--- config.mk ---
export PLATFORM = sky130hd
export DESIGN_NAME = operand_skew_feeder
export DESIGN_NICKNAME = d
export VERILOG_FILES = /design/src/rtl/tpu_pkg.sv /design/src/rtl/feeder_tile_buf.sv /design/src/rtl/operand_skew_feeder.sv
export SDC_FILE = /design/constraint.sdc
export NUM_CORES = 1
export LEC_CHECK = 0
export ABC_AREA = 1
export BUFFER_PORTS_ARGS = -buffer_cell sky130_fd_sc_hd__buf_4
export CAP_MARGIN = 20
export CORE_MARGIN = 8
export CORE_UTILIZATION = 50
export DETAILED_ROUTE_END_ITERATION = 12
export MAX_ROUTING_LAYER = met4
export PLACE_DENSITY = 0.72
export SYNTH_ARGS = -nofsm -noshare
export SYNTH_HDL_FRONTEND = slang
export SYNTH_SLANG_ARGS = --single-unit
--- constraint.sdc ---
create_clock -name clk -period 15.8 [get_ports clk]
set_clock_uncertainty 0.15 [all_clocks]
set_input_delay 0.79 -clock clk [delete_from_list [all_inputs] [get_ports clk]]
set_output_delay 0.79 -clock clk [all_outputs]
set_load 0.03 [all_outputs]
--- src/rtl/tpu_pkg.sv ---
`default_nettype none
// ============================================================================
//  Module      : tpu_pkg
//  Description : Shared constants, types and helpers for the systolic
//                matrix-multiply core front end.
//                  ARRAY_SIZE  - array dimension N (lanes per operand)
//                  DATA_WIDTH  - operand element width
//                  SKEW_BEATS  - beats in one skewed tile (2N-1)
//                  feeder_state_t - operand feeder control states
//                  lane_lsb()  - lane index to bit offset, lane 0 in the MSBs
//  Revision    : 1.0 - initial release
// ============================================================================
package tpu_pkg;

    localparam int ARRAY_SIZE = 8;
    localparam int DATA_WIDTH = 8;
    localparam int SKEW_BEATS = 2 * ARRAY_SIZE - 1;

    typedef enum logic [1:0] {
        IDLE   = 2'd0,
        FETCH  = 2'd1,
        STREAM = 2'd2
    } feeder_state_t;

    // Lanes are packed with lane 0 in the most significant element of a row,
    // so lane i of an N-lane row starts at bit (N-1-i)*width.
    function automatic int lane_lsb(input int lane, input int lanes, input int width);
        return (lanes - 1 - lane) * width;
    endfunction

endpackage
`default_nettype wire

--- src/rtl/feeder_tile_buf.sv ---
`default_nettype none
// ============================================================================
//  Module      : feeder_tile_buf
//  Description : Local tile buffer for the operand skew feeder. Holds N rows
//                of A and N rows of B (N lanes each) and produces the
//                diagonally skewed beat for a requested beat index.
//  Ports       : clk        - clock
//                wr_en      - write one slot of A and B
//                wr_slot    - slot index to write
//                wr_data_a  - A row, lane 0 in the MSBs
//                wr_data_b  - B row, lane 0 in the MSBs
//                rd_beat    - skewed beat index s (0 .. 2N-2)
//                beat_a0/a1 - A beat, lanes 0..N/2-1 / N/2..N-1
//                beat_b0/b1 - B beat, same packing
//  Revision    : 1.0 - initial release
// ============================================================================
module feeder_tile_buf #(
    parameter int ARRAY_SIZE = tpu_pkg::ARRAY_SIZE,
    parameter int DATA_WIDTH = tpu_pkg::DATA_WIDTH,
    parameter int BEAT_W     = 4,
    parameter int SLOT_W     = 3
) (
    input  logic                               clk,
    input  logic                               wr_en,
    input  logic [SLOT_W-1:0]                  wr_slot,
    input  logic [ARRAY_SIZE*DATA_WIDTH-1:0]   wr_data_a,
    input  logic [ARRAY_SIZE*DATA_WIDTH-1:0]   wr_data_b,
    input  logic [BEAT_W-1:0]                  rd_beat,
    output logic [ARRAY_SIZE*DATA_WIDTH/2-1:0] beat_a0,
    output logic [ARRAY_SIZE*DATA_WIDTH/2-1:0] beat_a1,
    output logic [ARRAY_SIZE*DATA_WIDTH/2-1:0] beat_b0,
    output logic [ARRAY_SIZE*DATA_WIDTH/2-1:0] beat_b1
);
    import tpu_pkg::*;

    localparam int c_ROW_W  = ARRAY_SIZE * DATA_WIDTH;
    localparam int c_HALF_W = c_ROW_W / 2;

    logic [c_ROW_W-1:0] r_buf_a [ARRAY_SIZE];
    logic [c_ROW_W-1:0] r_buf_b [ARRAY_SIZE];

    logic [c_ROW_W-1:0] w_beat_a;
    logic [c_ROW_W-1:0] w_beat_b;
    int                 w_idx;

    // Storage needs no reset: every slot is rewritten before a tile streams.
    always_ff @(posedge clk) begin
        if (wr_en) begin
            r_buf_a[wr_slot] <= wr_data_a;
            r_buf_b[wr_slot] <= wr_data_b;
        end
    end

    // Lane i of beat s carries element i of row s-i; rows outside the tile
    // are the zero padding that forms the leading and trailing triangles.
    always_comb begin
        w_beat_a = '0;
        w_beat_b = '0;
        w_idx    = 0;
        for (int i = 0; i < ARRAY_SIZE; i++) begin
            w_idx = int'(rd_beat) - i;
            if ((w_idx >= 0) && (w_idx < ARRAY_SIZE)) begin
                w_beat_a[lane_lsb(i, ARRAY_SIZE, DATA_WIDTH) +: DATA_WIDTH] =
                    r_buf_a[w_idx[SLOT_W-1:0]][lane_lsb(i, ARRAY_SIZE, DATA_WIDTH) +: DATA_WIDTH];
                w_beat_b[lane_lsb(i, ARRAY_SIZE, DATA_WIDTH) +: DATA_WIDTH] =
                    r_buf_b[w_idx[SLOT_W-1:0]][lane_lsb(i, ARRAY_SIZE, DATA_WIDTH) +: DATA_WIDTH];
            end
        end
    end

    assign beat_a0 = w_beat_a[c_ROW_W-1 -: c_HALF_W];
    assign beat_a1 = w_beat_a[c_HALF_W-1:0];
    assign beat_b0 = w_beat_b[c_ROW_W-1 -: c_HALF_W];
    assign beat_b1 = w_beat_b[c_HALF_W-1:0];

endmodule
`default_nettype wire

--- src/rtl/operand_skew_feeder.sv ---
`default_nettype none
// ============================================================================
//  Module      : operand_skew_feeder
//  Description : Upstream stage of the systolic matrix-multiply core. Fetches
//                one NxN operand tile pair (A columns, B rows) from the SRAM
//                banks into a local buffer, then streams it as 2N-1 skewed,
//                zero-padded beats under a valid/ready handshake.
//  Ports       : clk, srstn (async active-low reset)
//                start, base_addr        - tile request, honoured in IDLE
//                busy, done              - status / completion pulse
//                sram_ren, sram_raddr    - shared A/B read port
//                sram_rdata_a0/a1/b0/b1  - read data, 1-cycle latency
//                out_a0/a1/b0/b1         - skewed beat
//                out_valid, out_ready, out_last - beat handshake
//  Revision    : 1.0 - initial release
// ============================================================================
module operand_skew_feeder #(
    parameter int ARRAY_SIZE = tpu_pkg::ARRAY_SIZE,
    parameter int DATA_WIDTH = tpu_pkg::DATA_WIDTH,
    parameter int ADDR_WIDTH = 10
) (
    input  logic                               clk,
    input  logic                               srstn,
    input  logic                               start,
    input  logic [ADDR_WIDTH-1:0]              base_addr,
    output logic                               busy,
    output logic                               done,
    output logic                               sram_ren,
    output logic [ADDR_WIDTH-1:0]              sram_raddr,
    input  logic [ARRAY_SIZE*DATA_WIDTH/2-1:0] sram_rdata_a0,
    input  logic [ARRAY_SIZE*DATA_WIDTH/2-1:0] sram_rdata_a1,
    input  logic [ARRAY_SIZE*DATA_WIDTH/2-1:0] sram_rdata_b0,
    input  logic [ARRAY_SIZE*DATA_WIDTH/2-1:0] sram_rdata_b1,
    output logic [ARRAY_SIZE*DATA_WIDTH/2-1:0] out_a0,
    output logic [ARRAY_SIZE*DATA_WIDTH/2-1:0] out_a1,
    output logic [ARRAY_SIZE*DATA_WIDTH/2-1:0] out_b0,
    output logic [ARRAY_SIZE*DATA_WIDTH/2-1:0] out_b1,
    output logic                               out_valid,
    input  logic                               out_ready,
    output logic                               out_last
);
    import tpu_pkg::*;

    localparam int c_HALF_W = ARRAY_SIZE * DATA_WIDTH / 2;
    localparam int c_BEAT_W = $clog2(2 * ARRAY_SIZE - 1);
    localparam int c_FCNT_W = $clog2(ARRAY_SIZE + 1);
    localparam int c_SLOT_W = (ARRAY_SIZE > 1) ? $clog2(ARRAY_SIZE) : 1;

    localparam logic [c_BEAT_W-1:0] c_LAST_BEAT = c_BEAT_W'(2 * ARRAY_SIZE - 2);
    localparam logic [c_FCNT_W-1:0] c_FETCH_END = c_FCNT_W'(ARRAY_SIZE);

    feeder_state_t          r_state, w_state_nxt;
    logic [c_FCNT_W-1:0]    r_fetch_cnt, w_fetch_cnt_nxt;
    logic [c_BEAT_W-1:0]    r_beat, w_beat_nxt;
    logic [ADDR_WIDTH-1:0]  r_base_addr, w_base_nxt;
    logic [ADDR_WIDTH-1:0]  r_raddr, w_raddr_nxt;
    logic                   r_ren, w_ren_nxt;
    logic                   r_valid, w_valid_nxt;
    logic                   r_last, w_last_nxt;
    logic                   r_done, w_done_nxt;
    logic                   r_busy;
    logic [c_HALF_W-1:0]    r_out_a0, r_out_a1, r_out_b0, r_out_b1;

    logic                   w_load_beat;
    logic                   w_clear_beat;
    logic [c_BEAT_W-1:0]    w_rd_beat;
    logic                   w_wr_en;
    logic [c_SLOT_W-1:0]    w_wr_slot;
    logic [c_HALF_W-1:0]    w_beat_a0, w_beat_a1, w_beat_b0, w_beat_b1;

    // Fetch cycle f returns word f-1 (one cycle of SRAM latency), so the
    // slot being captured always trails the fetch counter by one.
    assign w_wr_slot = c_SLOT_W'(r_fetch_cnt - 1'b1);

    feeder_tile_buf #(
        .ARRAY_SIZE (ARRAY_SIZE),
        .DATA_WIDTH (DATA_WIDTH),
        .BEAT_W     (c_BEAT_W),
        .SLOT_W     (c_SLOT_W)
    ) u_tile_buf (
        .clk        (clk),
        .wr_en      (w_wr_en),
        .wr_slot    (w_wr_slot),
        .wr_data_a  ({sram_rdata_a0, sram_rdata_a1}),
        .wr_data_b  ({sram_rdata_b0, sram_rdata_b1}),
        .rd_beat    (w_rd_beat),
        .beat_a0    (w_beat_a0),
        .beat_a1    (w_beat_a1),
        .beat_b0    (w_beat_b0),
        .beat_b1    (w_beat_b1)
    );

    // Next-state and next-output logic. All ports are registered, so the
    // beat presented after a handshake is looked up one index ahead here.
    always_comb begin
        w_state_nxt     = r_state;
        w_fetch_cnt_nxt = r_fetch_cnt;
        w_beat_nxt      = r_beat;
        w_base_nxt      = r_base_addr;
        w_ren_nxt       = 1'b0;
        w_raddr_nxt     = r_raddr;
        w_valid_nxt     = r_valid;
        w_last_nxt      = r_last;
        w_done_nxt      = 1'b0;
        w_load_beat     = 1'b0;
        w_clear_beat    = 1'b0;
        w_rd_beat       = r_beat;
        w_wr_en         = 1'b0;

        case (r_state)
            IDLE: begin
                if (start) begin
                    w_state_nxt     = FETCH;
                    w_base_nxt      = base_addr;
                    w_fetch_cnt_nxt = '0;
                    w_ren_nxt       = 1'b1;
                    w_raddr_nxt     = base_addr;
                end
            end

            FETCH: begin
                w_wr_en = (r_fetch_cnt != '0);
                if (r_fetch_cnt == c_FETCH_END) begin
                    w_state_nxt = STREAM;
                    w_beat_nxt  = '0;
                    w_rd_beat   = '0;
                    w_load_beat = 1'b1;
                    w_valid_nxt = 1'b1;
                    w_last_nxt  = (c_LAST_BEAT == '0);
                end else begin
                    w_fetch_cnt_nxt = r_fetch_cnt + 1'b1;
                    if ((r_fetch_cnt + 1'b1) < c_FETCH_END) begin
                        w_ren_nxt   = 1'b1;
                        w_raddr_nxt = r_base_addr + ADDR_WIDTH'(r_fetch_cnt) + ADDR_WIDTH'(1);
                    end
                end
            end

            STREAM: begin
                if (out_ready) begin
                    if (r_beat == c_LAST_BEAT) begin
                        w_state_nxt  = IDLE;
                        w_valid_nxt  = 1'b0;
                        w_last_nxt   = 1'b0;
                        w_done_nxt   = 1'b1;
                        w_clear_beat = 1'b1;
                    end else begin
                        w_beat_nxt  = r_beat + 1'b1;
                        w_rd_beat   = r_beat + 1'b1;
                        w_load_beat = 1'b1;
                        w_last_nxt  = ((r_beat + 1'b1) == c_LAST_BEAT);
                    end
                end
            end

            default: begin
                w_state_nxt = IDLE;
            end
        endcase
    end

    always_ff @(posedge clk or negedge srstn) begin
        if (!srstn) begin
            r_state     <= IDLE;
            r_fetch_cnt <= '0;
            r_beat      <= '0;
            r_base_addr <= '0;
            r_raddr     <= '0;
            r_ren       <= 1'b0;
            r_valid     <= 1'b0;
            r_last      <= 1'b0;
            r_done      <= 1'b0;
            r_busy      <= 1'b0;
            r_out_a0    <= '0;
            r_out_a1    <= '0;
            r_out_b0    <= '0;
            r_out_b1    <= '0;
        end else begin
            r_state     <= w_state_nxt;
            r_fetch_cnt <= w_fetch_cnt_nxt;
            r_beat      <= w_beat_nxt;
            r_base_addr <= w_base_nxt;
            r_raddr     <= w_raddr_nxt;
            r_ren       <= w_ren_nxt;
            r_valid     <= w_valid_nxt;
            r_last      <= w_last_nxt;
            r_done      <= w_done_nxt;
            r_busy      <= (w_state_nxt != IDLE);
            if (w_clear_beat) begin
                r_out_a0 <= '0;
                r_out_a1 <= '0;
                r_out_b0 <= '0;
                r_out_b1 <= '0;
            end else if (w_load_beat) begin
                r_out_a0 <= w_beat_a0;
                r_out_a1 <= w_beat_a1;
                r_out_b0 <= w_beat_b0;
                r_out_b1 <= w_beat_b1;
            end
        end
    end

    assign busy       = r_busy;
    assign done       = r_done;
    assign sram_ren   = r_ren;
    assign sram_raddr = r_raddr;
    assign out_a0     = r_out_a0;
    assign out_a1     = r_out_a1;
    assign out_b0     = r_out_b0;
    assign out_b1     = r_out_b1;
    assign out_valid  = r_valid;
    assign out_last   = r_last;

endmodule
`default_nettype wire

# Word-level counts from Yosys, hierarchy flattened
# Memories as Yosys holds them, arrays and structs flattened.
# Cells that the tools add are included.
# word_totals
regBits	163
ramBits	1024
inputBits	142
output_inout_bits	143
wordCells	137
mem_count	2
# mem_list
memory	depth	width	rd	rd_ports_with_merged_regs	wr	line_no	text
u_tile_buf.r_buf_a	8	64	8	0	1	feeder_tile_buf.sv:39	logic [c_ROW_W-1:0] r_buf_a [ARRAY_SIZE];
u_tile_buf.r_buf_b	8	64	8	0	1	feeder_tile_buf.sv:40	logic [c_ROW_W-1:0] r_buf_b [ARRAY_SIZE];
# op_classes
add_sub_neg	12
n_lt_le_gt_ge	17
n_eq_ne	11
n_mux	62
n_reduce_logical	19
# op_table
cell	count
2-to-1 mux 32 bit	8
greater-or-equal comparator 32 x 1 -> 1 bit, second input constant	7
< comparator 32 x 5 -> 1 bit, second input constant	7
2-to-1 mux 8 bit	16
2-to-1 mux 10 bit	3
2-to-1 mux 4 bit	5
one-hot mux 10 bit (2 select lines)	1
subtractor 4 x 3 -> 5 bit, second input constant	4
2-to-1 mux 1 bit	18
one-hot mux 4 bit (2 select lines)	2
== test 4 bit, second input constant	3
!= test 2 bit, second input constant	6
adder 10 x 1 -> 10 bit, second input constant	1
adder 10 x 4 -> 10 bit	1
subtractor 4 x 2 -> 5 bit, second input constant	2
adder 4 x 1 -> 4 bit, second input constant	2
logical AND 1 bit	8
< comparator 4 bit, second input constant	2
2-to-1 mux 2 bit	4
one-hot mux 1 bit (2 select lines)	4
AND reduction 4 bit	2
nonzero test 2 bit	4
one-hot mux 2 bit (3 select lines)	1
AND reduction 3 bit	2
8 further kinds	8

# Longest topological paths before layout
# Gate-level depths: netlist (run 1).
# logic_depth
depth_word	10
depth_mapped	20
ltp_nobuf	17

# Modules after synthesis
# Synthesis (run 1) repeated with hierarchy kept, for this count alone.
# hier_totals
cells_unflattened	5141
hier_area_um2	51823.5
# by_module_without_submodules
mod	n_inst	cells_per_inst	area_per_inst_um2	seq_area_each_um2
feeder_tile_buf	1	4314	44229.9	30749.5
operand_skew_feeder	1	827	7593.5	4078.9

# Worst setup path after synthesis (run 1)
# OpenSTA, ideal clock, no wires.
# synth_timing
path_type	reg-to-reg
start	register r_state[1]
end	memory u_tile_buf.r_buf_a[0][0] (netlist bit) (enable)
setup_time_ns	0.617
arrival_time_ns	6.452
t_required_ns	15.033
path_slack_ns	8.581
path_stages_with_launch	8
path_buffers	1
period_less_slack_ns	7.219
path_cell_list	dfrtp_1 -> inv_1 -> ha_1 -> buf_2 -> inv_1 -> a31oi_1 -> nand2_1 -> nor2_1
# synth_via
elab_chain_len	4
# synth_rtl
element	line_no	text
start: declaration	operand_skew_feeder.sv:52	feeder_state_t r_state, w_state_nxt;
start signal: assignment	operand_skew_feeder.sv:179	r_state <= w_state_nxt;
== test 2 x 1 -> 1 bit	operand_skew_feeder.sv:110	case (r_state)
2-to-1 mux 1 bit	operand_skew_feeder.sv:110	
2-to-1 mux 1 bit	feeder_tile_buf.sv:48	if (wr_en) begin
2-to-1 mux 1 bit (not written as such)	feeder_tile_buf.sv:49	r_buf_a[wr_slot] <= wr_data_a;
end: declaration	feeder_tile_buf.sv:39	
# Every way passes these cells.

# Final worst setup path (run 1)
# layout_timing
start	register r_state[1]
end	register r_out_a1[4], in the netlist out_a1[4]
# layout_via
elab_chain_len	8
elab_cells_between_ends	14
cone_classes	1 x add/sub; 2 x order compare; 2 x eq/ne; 6 x mux; 2 x reduce/logical; 1 x memory
# layout_rtl
element	line_no	text
== test 2 bit / == test 2 x 1 -> 1 bit (equally long branches)	operand_skew_feeder.sv:110	
one-hot mux 4 bit (2 select lines)	-	
subtractor 4 x 3 -> 5 bit	feeder_tile_buf.sv:61	w_idx = int'(rd_beat) - i;
greater-or-equal comparator 32 x 1 -> 1 bit / < comparator 32 x 5 -> 1 bit (equally long branches)	feeder_tile_buf.sv:62	if ((w_idx >= 0) && (w_idx < ARRAY_SIZE)) begin
logical AND 1 bit	feeder_tile_buf.sv:62	
2-to-1 mux 8 bit	feeder_tile_buf.sv:62	
2-to-1 mux 32 bit	operand_skew_feeder.sv:194	end else if (w_load_beat) begin
2-to-1 mux 32 bit	operand_skew_feeder.sv:189	if (w_clear_beat) begin
end signal: assignment	operand_skew_feeder.sv:196	r_out_a1 <= w_beat_a1;
end: declaration	operand_skew_feeder.sv:62	logic [c_HALF_W-1:0] r_out_a0, r_out_a1, r_out_b0, r_out_b1;
# Parallel ways exist; a longest one is shown, timed or not. The select of a mux whose other input is x is not followed.
# A chain may end at the register's enable or synchronous reset.

==> results of run 1 <==
[cells in the mapped netlist (3+ instances only)]
library cell                  n  area share [%]
sky130_fd_sc_hd__xnor2_1      4           0.068
sky130_fd_sc_hd__clkbuf_1    63            0.46
sky130_fd_sc_hd__a31oi_1      5           0.061
sky130_fd_sc_hd__a21oi_4      3           0.095
sky130_fd_sc_hd__nand3_1   1092              11
sky130_fd_sc_hd__a21oi_1     15            0.15
sky130_fd_sc_hd__nand3b_1   335             4.9
sky130_fd_sc_hd__xor2_1       4           0.068
sky130_fd_sc_hd__edfxtp_1  1024              60
sky130_fd_sc_hd__nand4_1      4           0.049
sky130_fd_sc_hd__o21ai_0     27            0.26
sky130_fd_sc_hd__nor2_1      25            0.18
sky130_fd_sc_hd__xor2_2       3           0.095
sky130_fd_sc_hd__inv_1      725             5.3
sky130_fd_sc_hd__ha_1        22            0.54
sky130_fd_sc_hd__buf_4       28            0.41
sky130_fd_sc_hd__buf_1        9           0.066
sky130_fd_sc_hd__inv_2        6           0.044
sky130_fd_sc_hd__buf_2      175             1.7
sky130_fd_sc_hd__nand2_2      7           0.085
sky130_fd_sc_hd__nand2_1    859             6.3
sky130_fd_sc_hd__buf_6        7            0.15
sky130_fd_sc_hd__dfrtp_1    163             8.0
[power by group]
group | leakage [nW] | switching [mW] | internal, mW | total [mW]
sequential | 11.4 | 0.190 | 3.86 | 4.05
combinational | 11.1 | 2.35 | 0.957 | 3.30
clock | 1.92 | 1.18 | 1.61 | 2.79
[worst max-delay path, delay by kind of cell (launching register included)]
kind / cells / cell delay [ns]
buf+inv: 5 / 3.32
flops: 1 / 0.40
simple gates: 8 / 1.96
fa+ha+maj: 1 / 0.41
[routing by layer]
metal | GRT usage, % | vias up
met5 | - | -
met4 | 9.24 | 0
met3 | 4.47 | 256
met2 | 38.3 | 1472
met1 | 30.9 | 16800
li1 | - | 16000
[worst paths after layout]
| check | slack (ns) | from | endpoint |
|---|---|---|---|
| worst max-delay path | 9.28 | r_state[1] | out_a1[4] |
| worst min-delay path | 0.17 | base_addr[5] | r_base_addr[5] |
| worst max register to register | 9.28 | r_state[1] | out_a1[4] |
| worst min register to register | 0.33 | out_b0[31] | out_b0[31] |
| max in group asynchronous | 13.44 | srstn | r_base_addr[0] |
| min in group asynchronous | 0.56 | srstn | out_a0[30] |
[metrics by stage]
| step | instance area (um2) | instances |
|---|---|---|
| after floorplan | 51200 | 4626 |
| after global placement | 54300 | 6041 |
| after detailed placement | 54300 | 6041 |
| after CTS | 58200 | 6268 |
| after global routing | 58300 | 6299 |
| final | 58300 | 6301 |
[cells by family (layout without fill, tap and decap cells)]
logic type,Yosys count,in the layout,synth area share [%]
compound gates,57,57,0.662
xor+xnor,12,12,0.264
fa+ha+maj,23,23,0.576
buf+inv,1014,1292,8.16
flops,1187,1187,68.0
other cells,0,29,0
simple gates,2333,2333,22.4
[layout by cell type (no fill, tap or decap), types with 5 or more instances in the layout]
cell type                   instances
sky130_fd_sc_hd__nand3_1         1092
sky130_fd_sc_hd__edfxtp_1        1024
sky130_fd_sc_hd__nand2_1          858
sky130_fd_sc_hd__inv_1            721
sky130_fd_sc_hd__nand3b_1         335
sky130_fd_sc_hd__buf_4            322
sky130_fd_sc_hd__dfrtp_1          163
sky130_fd_sc_hd__clkbuf_16        121
sky130_fd_sc_hd__clkinv_2          32
sky130_fd_sc_hd__diode_2           29
sky130_fd_sc_hd__o21ai_0           27
sky130_fd_sc_hd__clkbuf_1          25
sky130_fd_sc_hd__clkinv_1          20
sky130_fd_sc_hd__ha_1              20
sky130_fd_sc_hd__nor2_1            16
sky130_fd_sc_hd__a21oi_1           15
sky130_fd_sc_hd__nor2_4            10
sky130_fd_sc_hd__clkbuf_8          10
sky130_fd_sc_hd__bufinv_16         10
sky130_fd_sc_hd__buf_12             8
sky130_fd_sc_hd__inv_2              7
sky130_fd_sc_hd__nand2_2            5
sky130_fd_sc_hd__a31oi_1            5
[state kept, by name (all words and copies together) (netlist names), 2 cells and up]
register / flops
out_b0: 32
r_base_addr: 10
u_tile_buf.r_buf_a: 512
sram_raddr: 10
out_a1: 32
u_tile_buf.r_buf_b: 512
out_a0: 32
out_b1: 32
r_state: 2
r_fetch_cnt: 4
r_beat: 4
[timing repair]
action / CTS / global route
hold buffers: 1 / 0
endpoints found under the hold margin: 27 / 0
setup endpoints to repair: 0 / 0
[layout make-up]
type / instances / area (um2) / area share [%]
diodes: 29 / 72.6 / 0.124
multi-input cells: 2425 / 12400 / 21.3
flip-flops and latches: 1187 / 34800 / 59.7
inverters: 732 / 2760 / 4.73
repair buffers: 334 / 2660 / 4.56
clock inverters: 71 / 632 / 1.08
clock buffers: 155 / 3250 / 5.57
well taps: 1368 / 1710 / 2.94
==> key figures, run 1 <==
Layout
  – # fillers: 8165
  – Final core utilization: 57.3%
  – Number of nets in the layout: 4964
  – Area delta synth->final: 13.8%
  – Fraction of layout instances using a drive strength above 1: 11.5%

Timing
  – Time the final worst path needs with I/O delays and setup: 6.52 ns
  – Number of setup violations in the final report: 0
  – Final WS setup: 9.28 ns
  – Worst slew slack as a fraction of its limit: 17.1%
  – Worst slack on hold paths: 0.169 ns
  – RSZ-0062 raised after global routing: false
  – Least-Margin Pin Slew: 1.24 ns
  – Final worst-path cycle share: 41.3%
  – Final hold violations: 0
  – Total negative slack: 0 ns
  – Final Slew Violations: 0
  – Max Clk Rate: 153 MHz

Placed design
  – Number of buffers inserted by port buffering: 284
  – Global placement routability congestion: 0.831
  – Worst setup slack before clock tree synthesis: 9.27 ns
  – Final HPWL from detailed placement: 70100 um

Critical path
  – Type of destination of the critical path: flop
  – Worst-path cell chain: inv_1, ha_1, nand2_2, nand4_4, nand2_8, buf_4, buf_4, buf_4, buf_4, nand2_1, nand3_1, nand3_1, nand3_1, nand2_1
  – Most frequent CP cell: sky130_fd_sc_hd__buf_4
  – Largest stage delay on the critical path: 0.89 ns
  – WS Path Type: reg -> reg
  – Crit path required time: 16.23 ns
  – Critical path arrival: 6.95 ns
  – Largest fanout on the critical path: 101
  – Highest-delay cell along the critical path: sky130_fd_sc_hd__buf_4
  – R2R cell count: 14
  – Worst setup SP type: flop

Detailed routing
  – Starting DRC count in detailed routing: 3623
  – Met3 wire length: 11400 um
  – Routed vias/inst: 5.47
  – Final antenna-violating net count: 0
  – Routed len/inst: 21.4 um
  – Number of vias in the routed layout: 34.5k
  – DRC violation count after routing: 0
  – Detailed-routing iteration count for the pre-antenna-repair pass: 6
  – Routed WL: 135000 um
  – Wire length the detailed router placed on met1: 55400 um
  – Met2 Wirelength: 63500 um
  – Uppermost layer routed: met4

Floorplanning
  – Count of pins on the block boundary: 285
  – Number of placement rows: 117
  – Effective utilization at floorplan: 50.4%
  – Die Height: 336 um
  – X dimension of the die: 336 um
  – DIE AREA: 113000 um2
  – Total core area: 102000 um2

Global routing
  – Pin count of the biggest net entering global routing: 217
  – Global-route wire length before repair: 204000 um
  – Vias in the first global route: 34.1k
  – Total gr overflow: 0
  – Combined global-route utilization of all metal layers: 24.1%
  – Initial antenna violation count: 27

Logic synthesis
  – Count of different cell masters after synthesis: 38
  – Synth Cell Area: 51200 um2
  – Synth Register Bits: 1187
  – Share of the yosys chip area belonging to registers: 68.0%
  – Synthesis warning total: 0
  – Total nets after synthesis: 4791
  – Primary flip-flop cell chosen by synthesis mapping: sky130_fd_sc_hd__edfxtp_1
  – Fraction of registers with async set or reset after synthesis: 13.7%
  – Post-Synthesis Cells: 4626
  – EDFF count, synth: 1024
  – Synthesized area per cell: 11.1 um2

Clock tree
  – Worst skew pair latency: 0.70 ns
  – Clk Tree Root Cell: sky130_fd_sc_hd__clkbuf_16
  – Post-CTS Setup Repair Bufs: 0
  – CTS clk-pin slew, worst paths: 0.06 ns
  – Number of gates given a new drive strength after cts: 0
  – Level count of the clock H-tree: 3
  – Buffer depth of the longest clock path: 3
  – Clock tree from TritonCTS: done
  – Inserted Clock Buffers: 119
  – CTS sink count: 1187

Power and ir drop
  – Total power consumption of the routed design: 10.1 mW
  – Pwr dens: 174 nW/um2
  – IR Drop Worst-Case VDD: 0.000152 V
  – Leakage dissipation: 24.5 nW

Hold path
  – Hold Crit Depth: 3
  – Kind of path behind the tightest hold check: in -> reg

Run
  – Number of max-capacitance violations reported: 0

Status
  – Run status: finished clean
No activity file was read; power rests on OpenSTA's default activity.
==> run 2, diff against run 1 <==
==> constraint.sdc (replaced) <==
create_clock -name clk -period 6.4 [get_ports clk]
set_clock_uncertainty 0.15 [all_clocks]
set_input_delay 0.32 -clock clk [delete_from_list [all_inputs] [get_ports clk]]
set_output_delay 0.32 -clock clk [all_outputs]
set_load 0.03 [all_outputs]
==> run 2 against run 1 <==
  * Setup slack lost 7.9 ns
  * Clock power grew 140%
  * Utilization grew 1.4 points
  * Global-route usage about the same
  * Design area increased by 2.4%
  * Combinational power grew to 2.5 times the previous value
==> key figures, run 2 (synthesized netlist as in run 1, its figures left out) <==
Run
  – Number of max-capacitance violations reported: 0 (unchanged)

Critical path
  – Crit path required time: 6.82 ns (was 16.23 ns)
  – Largest stage delay on the critical path: 0.78 ns (was 0.89 ns)
  – Worst setup SP type: flop (unchanged)
  – Sum of buffers and inverters on the critical path: 5 (unchanged)
  – WS Path Type: reg -> reg (unchanged)
  – Largest fanout on the critical path: 110 (was 101)
  – Worst-path cell chain: inv_1, ha_1, nand3_2, nand2_1, inv_2, nand2_4, nand2_8, nand2_8, inv_1, ha_4, inv_4, buf_12, nand3_1, nand3_1, nand3_1, nand2_1 (was inv_1, ha_1, nand2_2, nand4_4, nand2_8, buf_4, buf_4, buf_4, buf_4, nand2_1, nand3_1, nand3_1, nand3_1, nand2_1)
  – Family with the most delay on the worst path: simple AND/OR/NAND/NOR gates (was buffers and inverters)
  – Highest-delay cell along the critical path: sky130_fd_sc_hd__ha_4 (was sky130_fd_sc_hd__buf_4)
  – Type of destination of the critical path: flop (unchanged)
  – Most frequent CP cell: sky130_fd_sc_hd__nand3_1 (was sky130_fd_sc_hd__buf_4)
  – Critical path arrival: 5.46 ns (was 6.95 ns)

Floorplanning
  – DIE AREA: 113000 um2 (unchanged)
  – Number of placement rows: 117 (unchanged)
  – X dimension of the die: 336 um (unchanged)
  – Effective utilization at floorplan: 50.4% (unchanged)
  – Total core area: 102000 um2 (unchanged)
  – Die Height: 336 um (unchanged)
  – Count of pins on the block boundary: 285 (unchanged)

Timing
  – Least-Margin Pin Slew: 1.32 ns (was 1.24 ns)
  – Time the final worst path needs with I/O delays and setup: 5.03 ns (was 6.52 ns)
  – Worst slack on hold paths: 0.127 ns (was 0.169 ns)
  – RSZ-0062 raised after global routing: false (unchanged)
  – Max Clk Rate: 199 MHz (was 153 MHz)
  – Worst slew slack as a fraction of its limit: 11.8% (was 17.1%)
  – Final hold violations: 0 (unchanged)
  – Number of setup violations in the final report: 0 (unchanged)
  – Final Slew Violations: 0 (unchanged)
  – Final worst-path cycle share: 78.7% (was 41.3%)

Detailed routing
  – Routed WL: 136000 um (was 135000 um)
  – Routed len/inst: 21.1 um (was 21.4 um)
  – Routed vias/inst: 5.48 (was 5.47)
  – DRC violation count after routing: 0 (unchanged)
  – Detailed-routing iteration count for the pre-antenna-repair pass: 7 (was 6)
  – Starting DRC count in detailed routing: 3644 (was 3623)
  – Final antenna-violating net count: 0 (unchanged)
  – Number of vias in the routed layout: 35.3k (was 34.5k)

Placed design
  – Final HPWL from detailed placement: 71600 um (was 70100 um)
  – Number of buffers inserted by port buffering: 284 (unchanged)
  – Placement-stage cell area: 54400 um2 (was 54300 um2)
  – Global placement routability congestion: 0.828 (was 0.831)

Layout
  – Commonest non-fill, non-tap cells in the layout: sky130_fd_sc_hd__nand3_1 (1092), sky130_fd_sc_hd__edfxtp_1 (1024), sky130_fd_sc_hd__nand2_1 (858), sky130_fd_sc_hd__inv_1 (721), sky130_fd_sc_hd__nand3b_1 (335) (unchanged)
  – Final core utilization: 58.7% (was 57.3%)
  – # fillers: 8073 (was 8165)
  – Fraction of layout instances using a drive strength above 1: 11.0% (was 11.5%)
  – Number of nets in the layout: 5106 (was 4964)
  – Most common cell after layout, fill and taps aside: sky130_fd_sc_hd__nand3_1 (unchanged)
  – Post-route cell area: 59700 um2 (was 58300 um2)
  – Largest registers: u_tile_buf.r_buf_a (512), u_tile_buf.r_buf_b (512) (unchanged)
  – Area delta synth->final: 16.5% (was 13.8%)

Clock tree
  – Clk Tree Root Cell: sky130_fd_sc_hd__clkbuf_16 (unchanged)
  – Number of gates given a new drive strength after cts: 0 (unchanged)
  – CTS sink count: 1187 (unchanged)
  – Level count of the clock H-tree: 3 (unchanged)
  – CTS clk-pin slew, worst paths: 0.06 ns (about the same)
  – Clock tree from TritonCTS: done (unchanged)
  – Buffer depth of the longest clock path: 3 (unchanged)
  – Worst skew pair latency: 0.70 ns (about the same)
  – Inserted Clock Buffers: 117 (was 119)

Hold path
  – Kind of path behind the tightest hold check: in -> async (was in -> reg)

Global routing
  – Combined global-route utilization of all metal layers: 24.1% (about the same)
  – Initial antenna violation count: 22 (was 27)
  – Total gr overflow: 0 (unchanged)
  – Pin count of the biggest net entering global routing: 225 (was 217)
  – Vias in the first global route: 33.9k (was 34.1k)
  – Global-route wire length before repair: 204000 um (about the same)

Power and ir drop
  – Pwr dens: 421 nW/um2 (was 174 nW/um2)
  – Total power consumption of the routed design: 25.1 mW (was 10.1 mW)
  – Leakage dissipation: 25.1 nW (was 24.5 nW)
  – IR Drop Worst-Case VDD: 0.000353 V (was 0.000152 V)

Status
  – Run status: finished clean (unchanged)
==> run 2: timing repair <==
item,in CTS,in global routing
setup buffers,0,0
endpoints found under the hold margin,1122,0
hold buffers,141,0
==> run 2: layer usage <==
metal | share of wire [%] | track usage (%) | vias up | routed length [um]
met5 | 0 | - | - | 0
li1 | - | - | 16300 | -
met3 | 8.5 | 4.05 | 234 | 11600
met4 | 2.5 | 7.77 | 0 | 3450
met1 | 41 | 31.9 | 17200 | 55800
met2 | 48 | 38.3 | 1577 | 64900
==> run 2: final cells by class <==
cell class	count	area, um2	area share [%]
tap	1368	1710	2.87
antenna	21	52.6	0.0880
clock buffer	172	3350	5.61
inverter	732	2760	4.61
multi-input combinational	2425	12400	20.8
sequential	1187	34800	58.3
timing repair buffer	478	4130	6.92
clock inverter	49	470	0.788
==> run 2: report_power, final <==
group,total [mW],internal [mW],switching [mW]
Clock,6.80,3.93,2.86
Combinational,8.27,2.45,5.82
Sequential,10.0,9.52,0.533
==> run 2: path summary, 6_finish.rpt <==
check / from / to / slack (ns) / depth (start not counted)
worst max-delay path: r_beat[0] / out_a1[6] / 1.37 / 16
max in group asynchronous: srstn / out_a1[27] / 4.48 / 3
worst max register to register: r_beat[0] / out_a1[6] / 1.37 / 16
worst min-delay path: srstn / out_b0[31] / 0.13 / 2
min in group clk: base_addr[5] / r_base_addr[5] / 0.24 / 4
worst min register to register: out_b1[1] / out_b1[1] / 0.33 / 2
==> run 2: stage by stage <==
stage	cells	setup TNS [ns]	worst slack, ns
floorplan	4626	-838.39	-0.819
global placement	6047	0	1.53
detailed placement	6047	0	1.44
CTS	6409	0	1.39
global route	6428	0	1.06
finish	6432	0	1.37
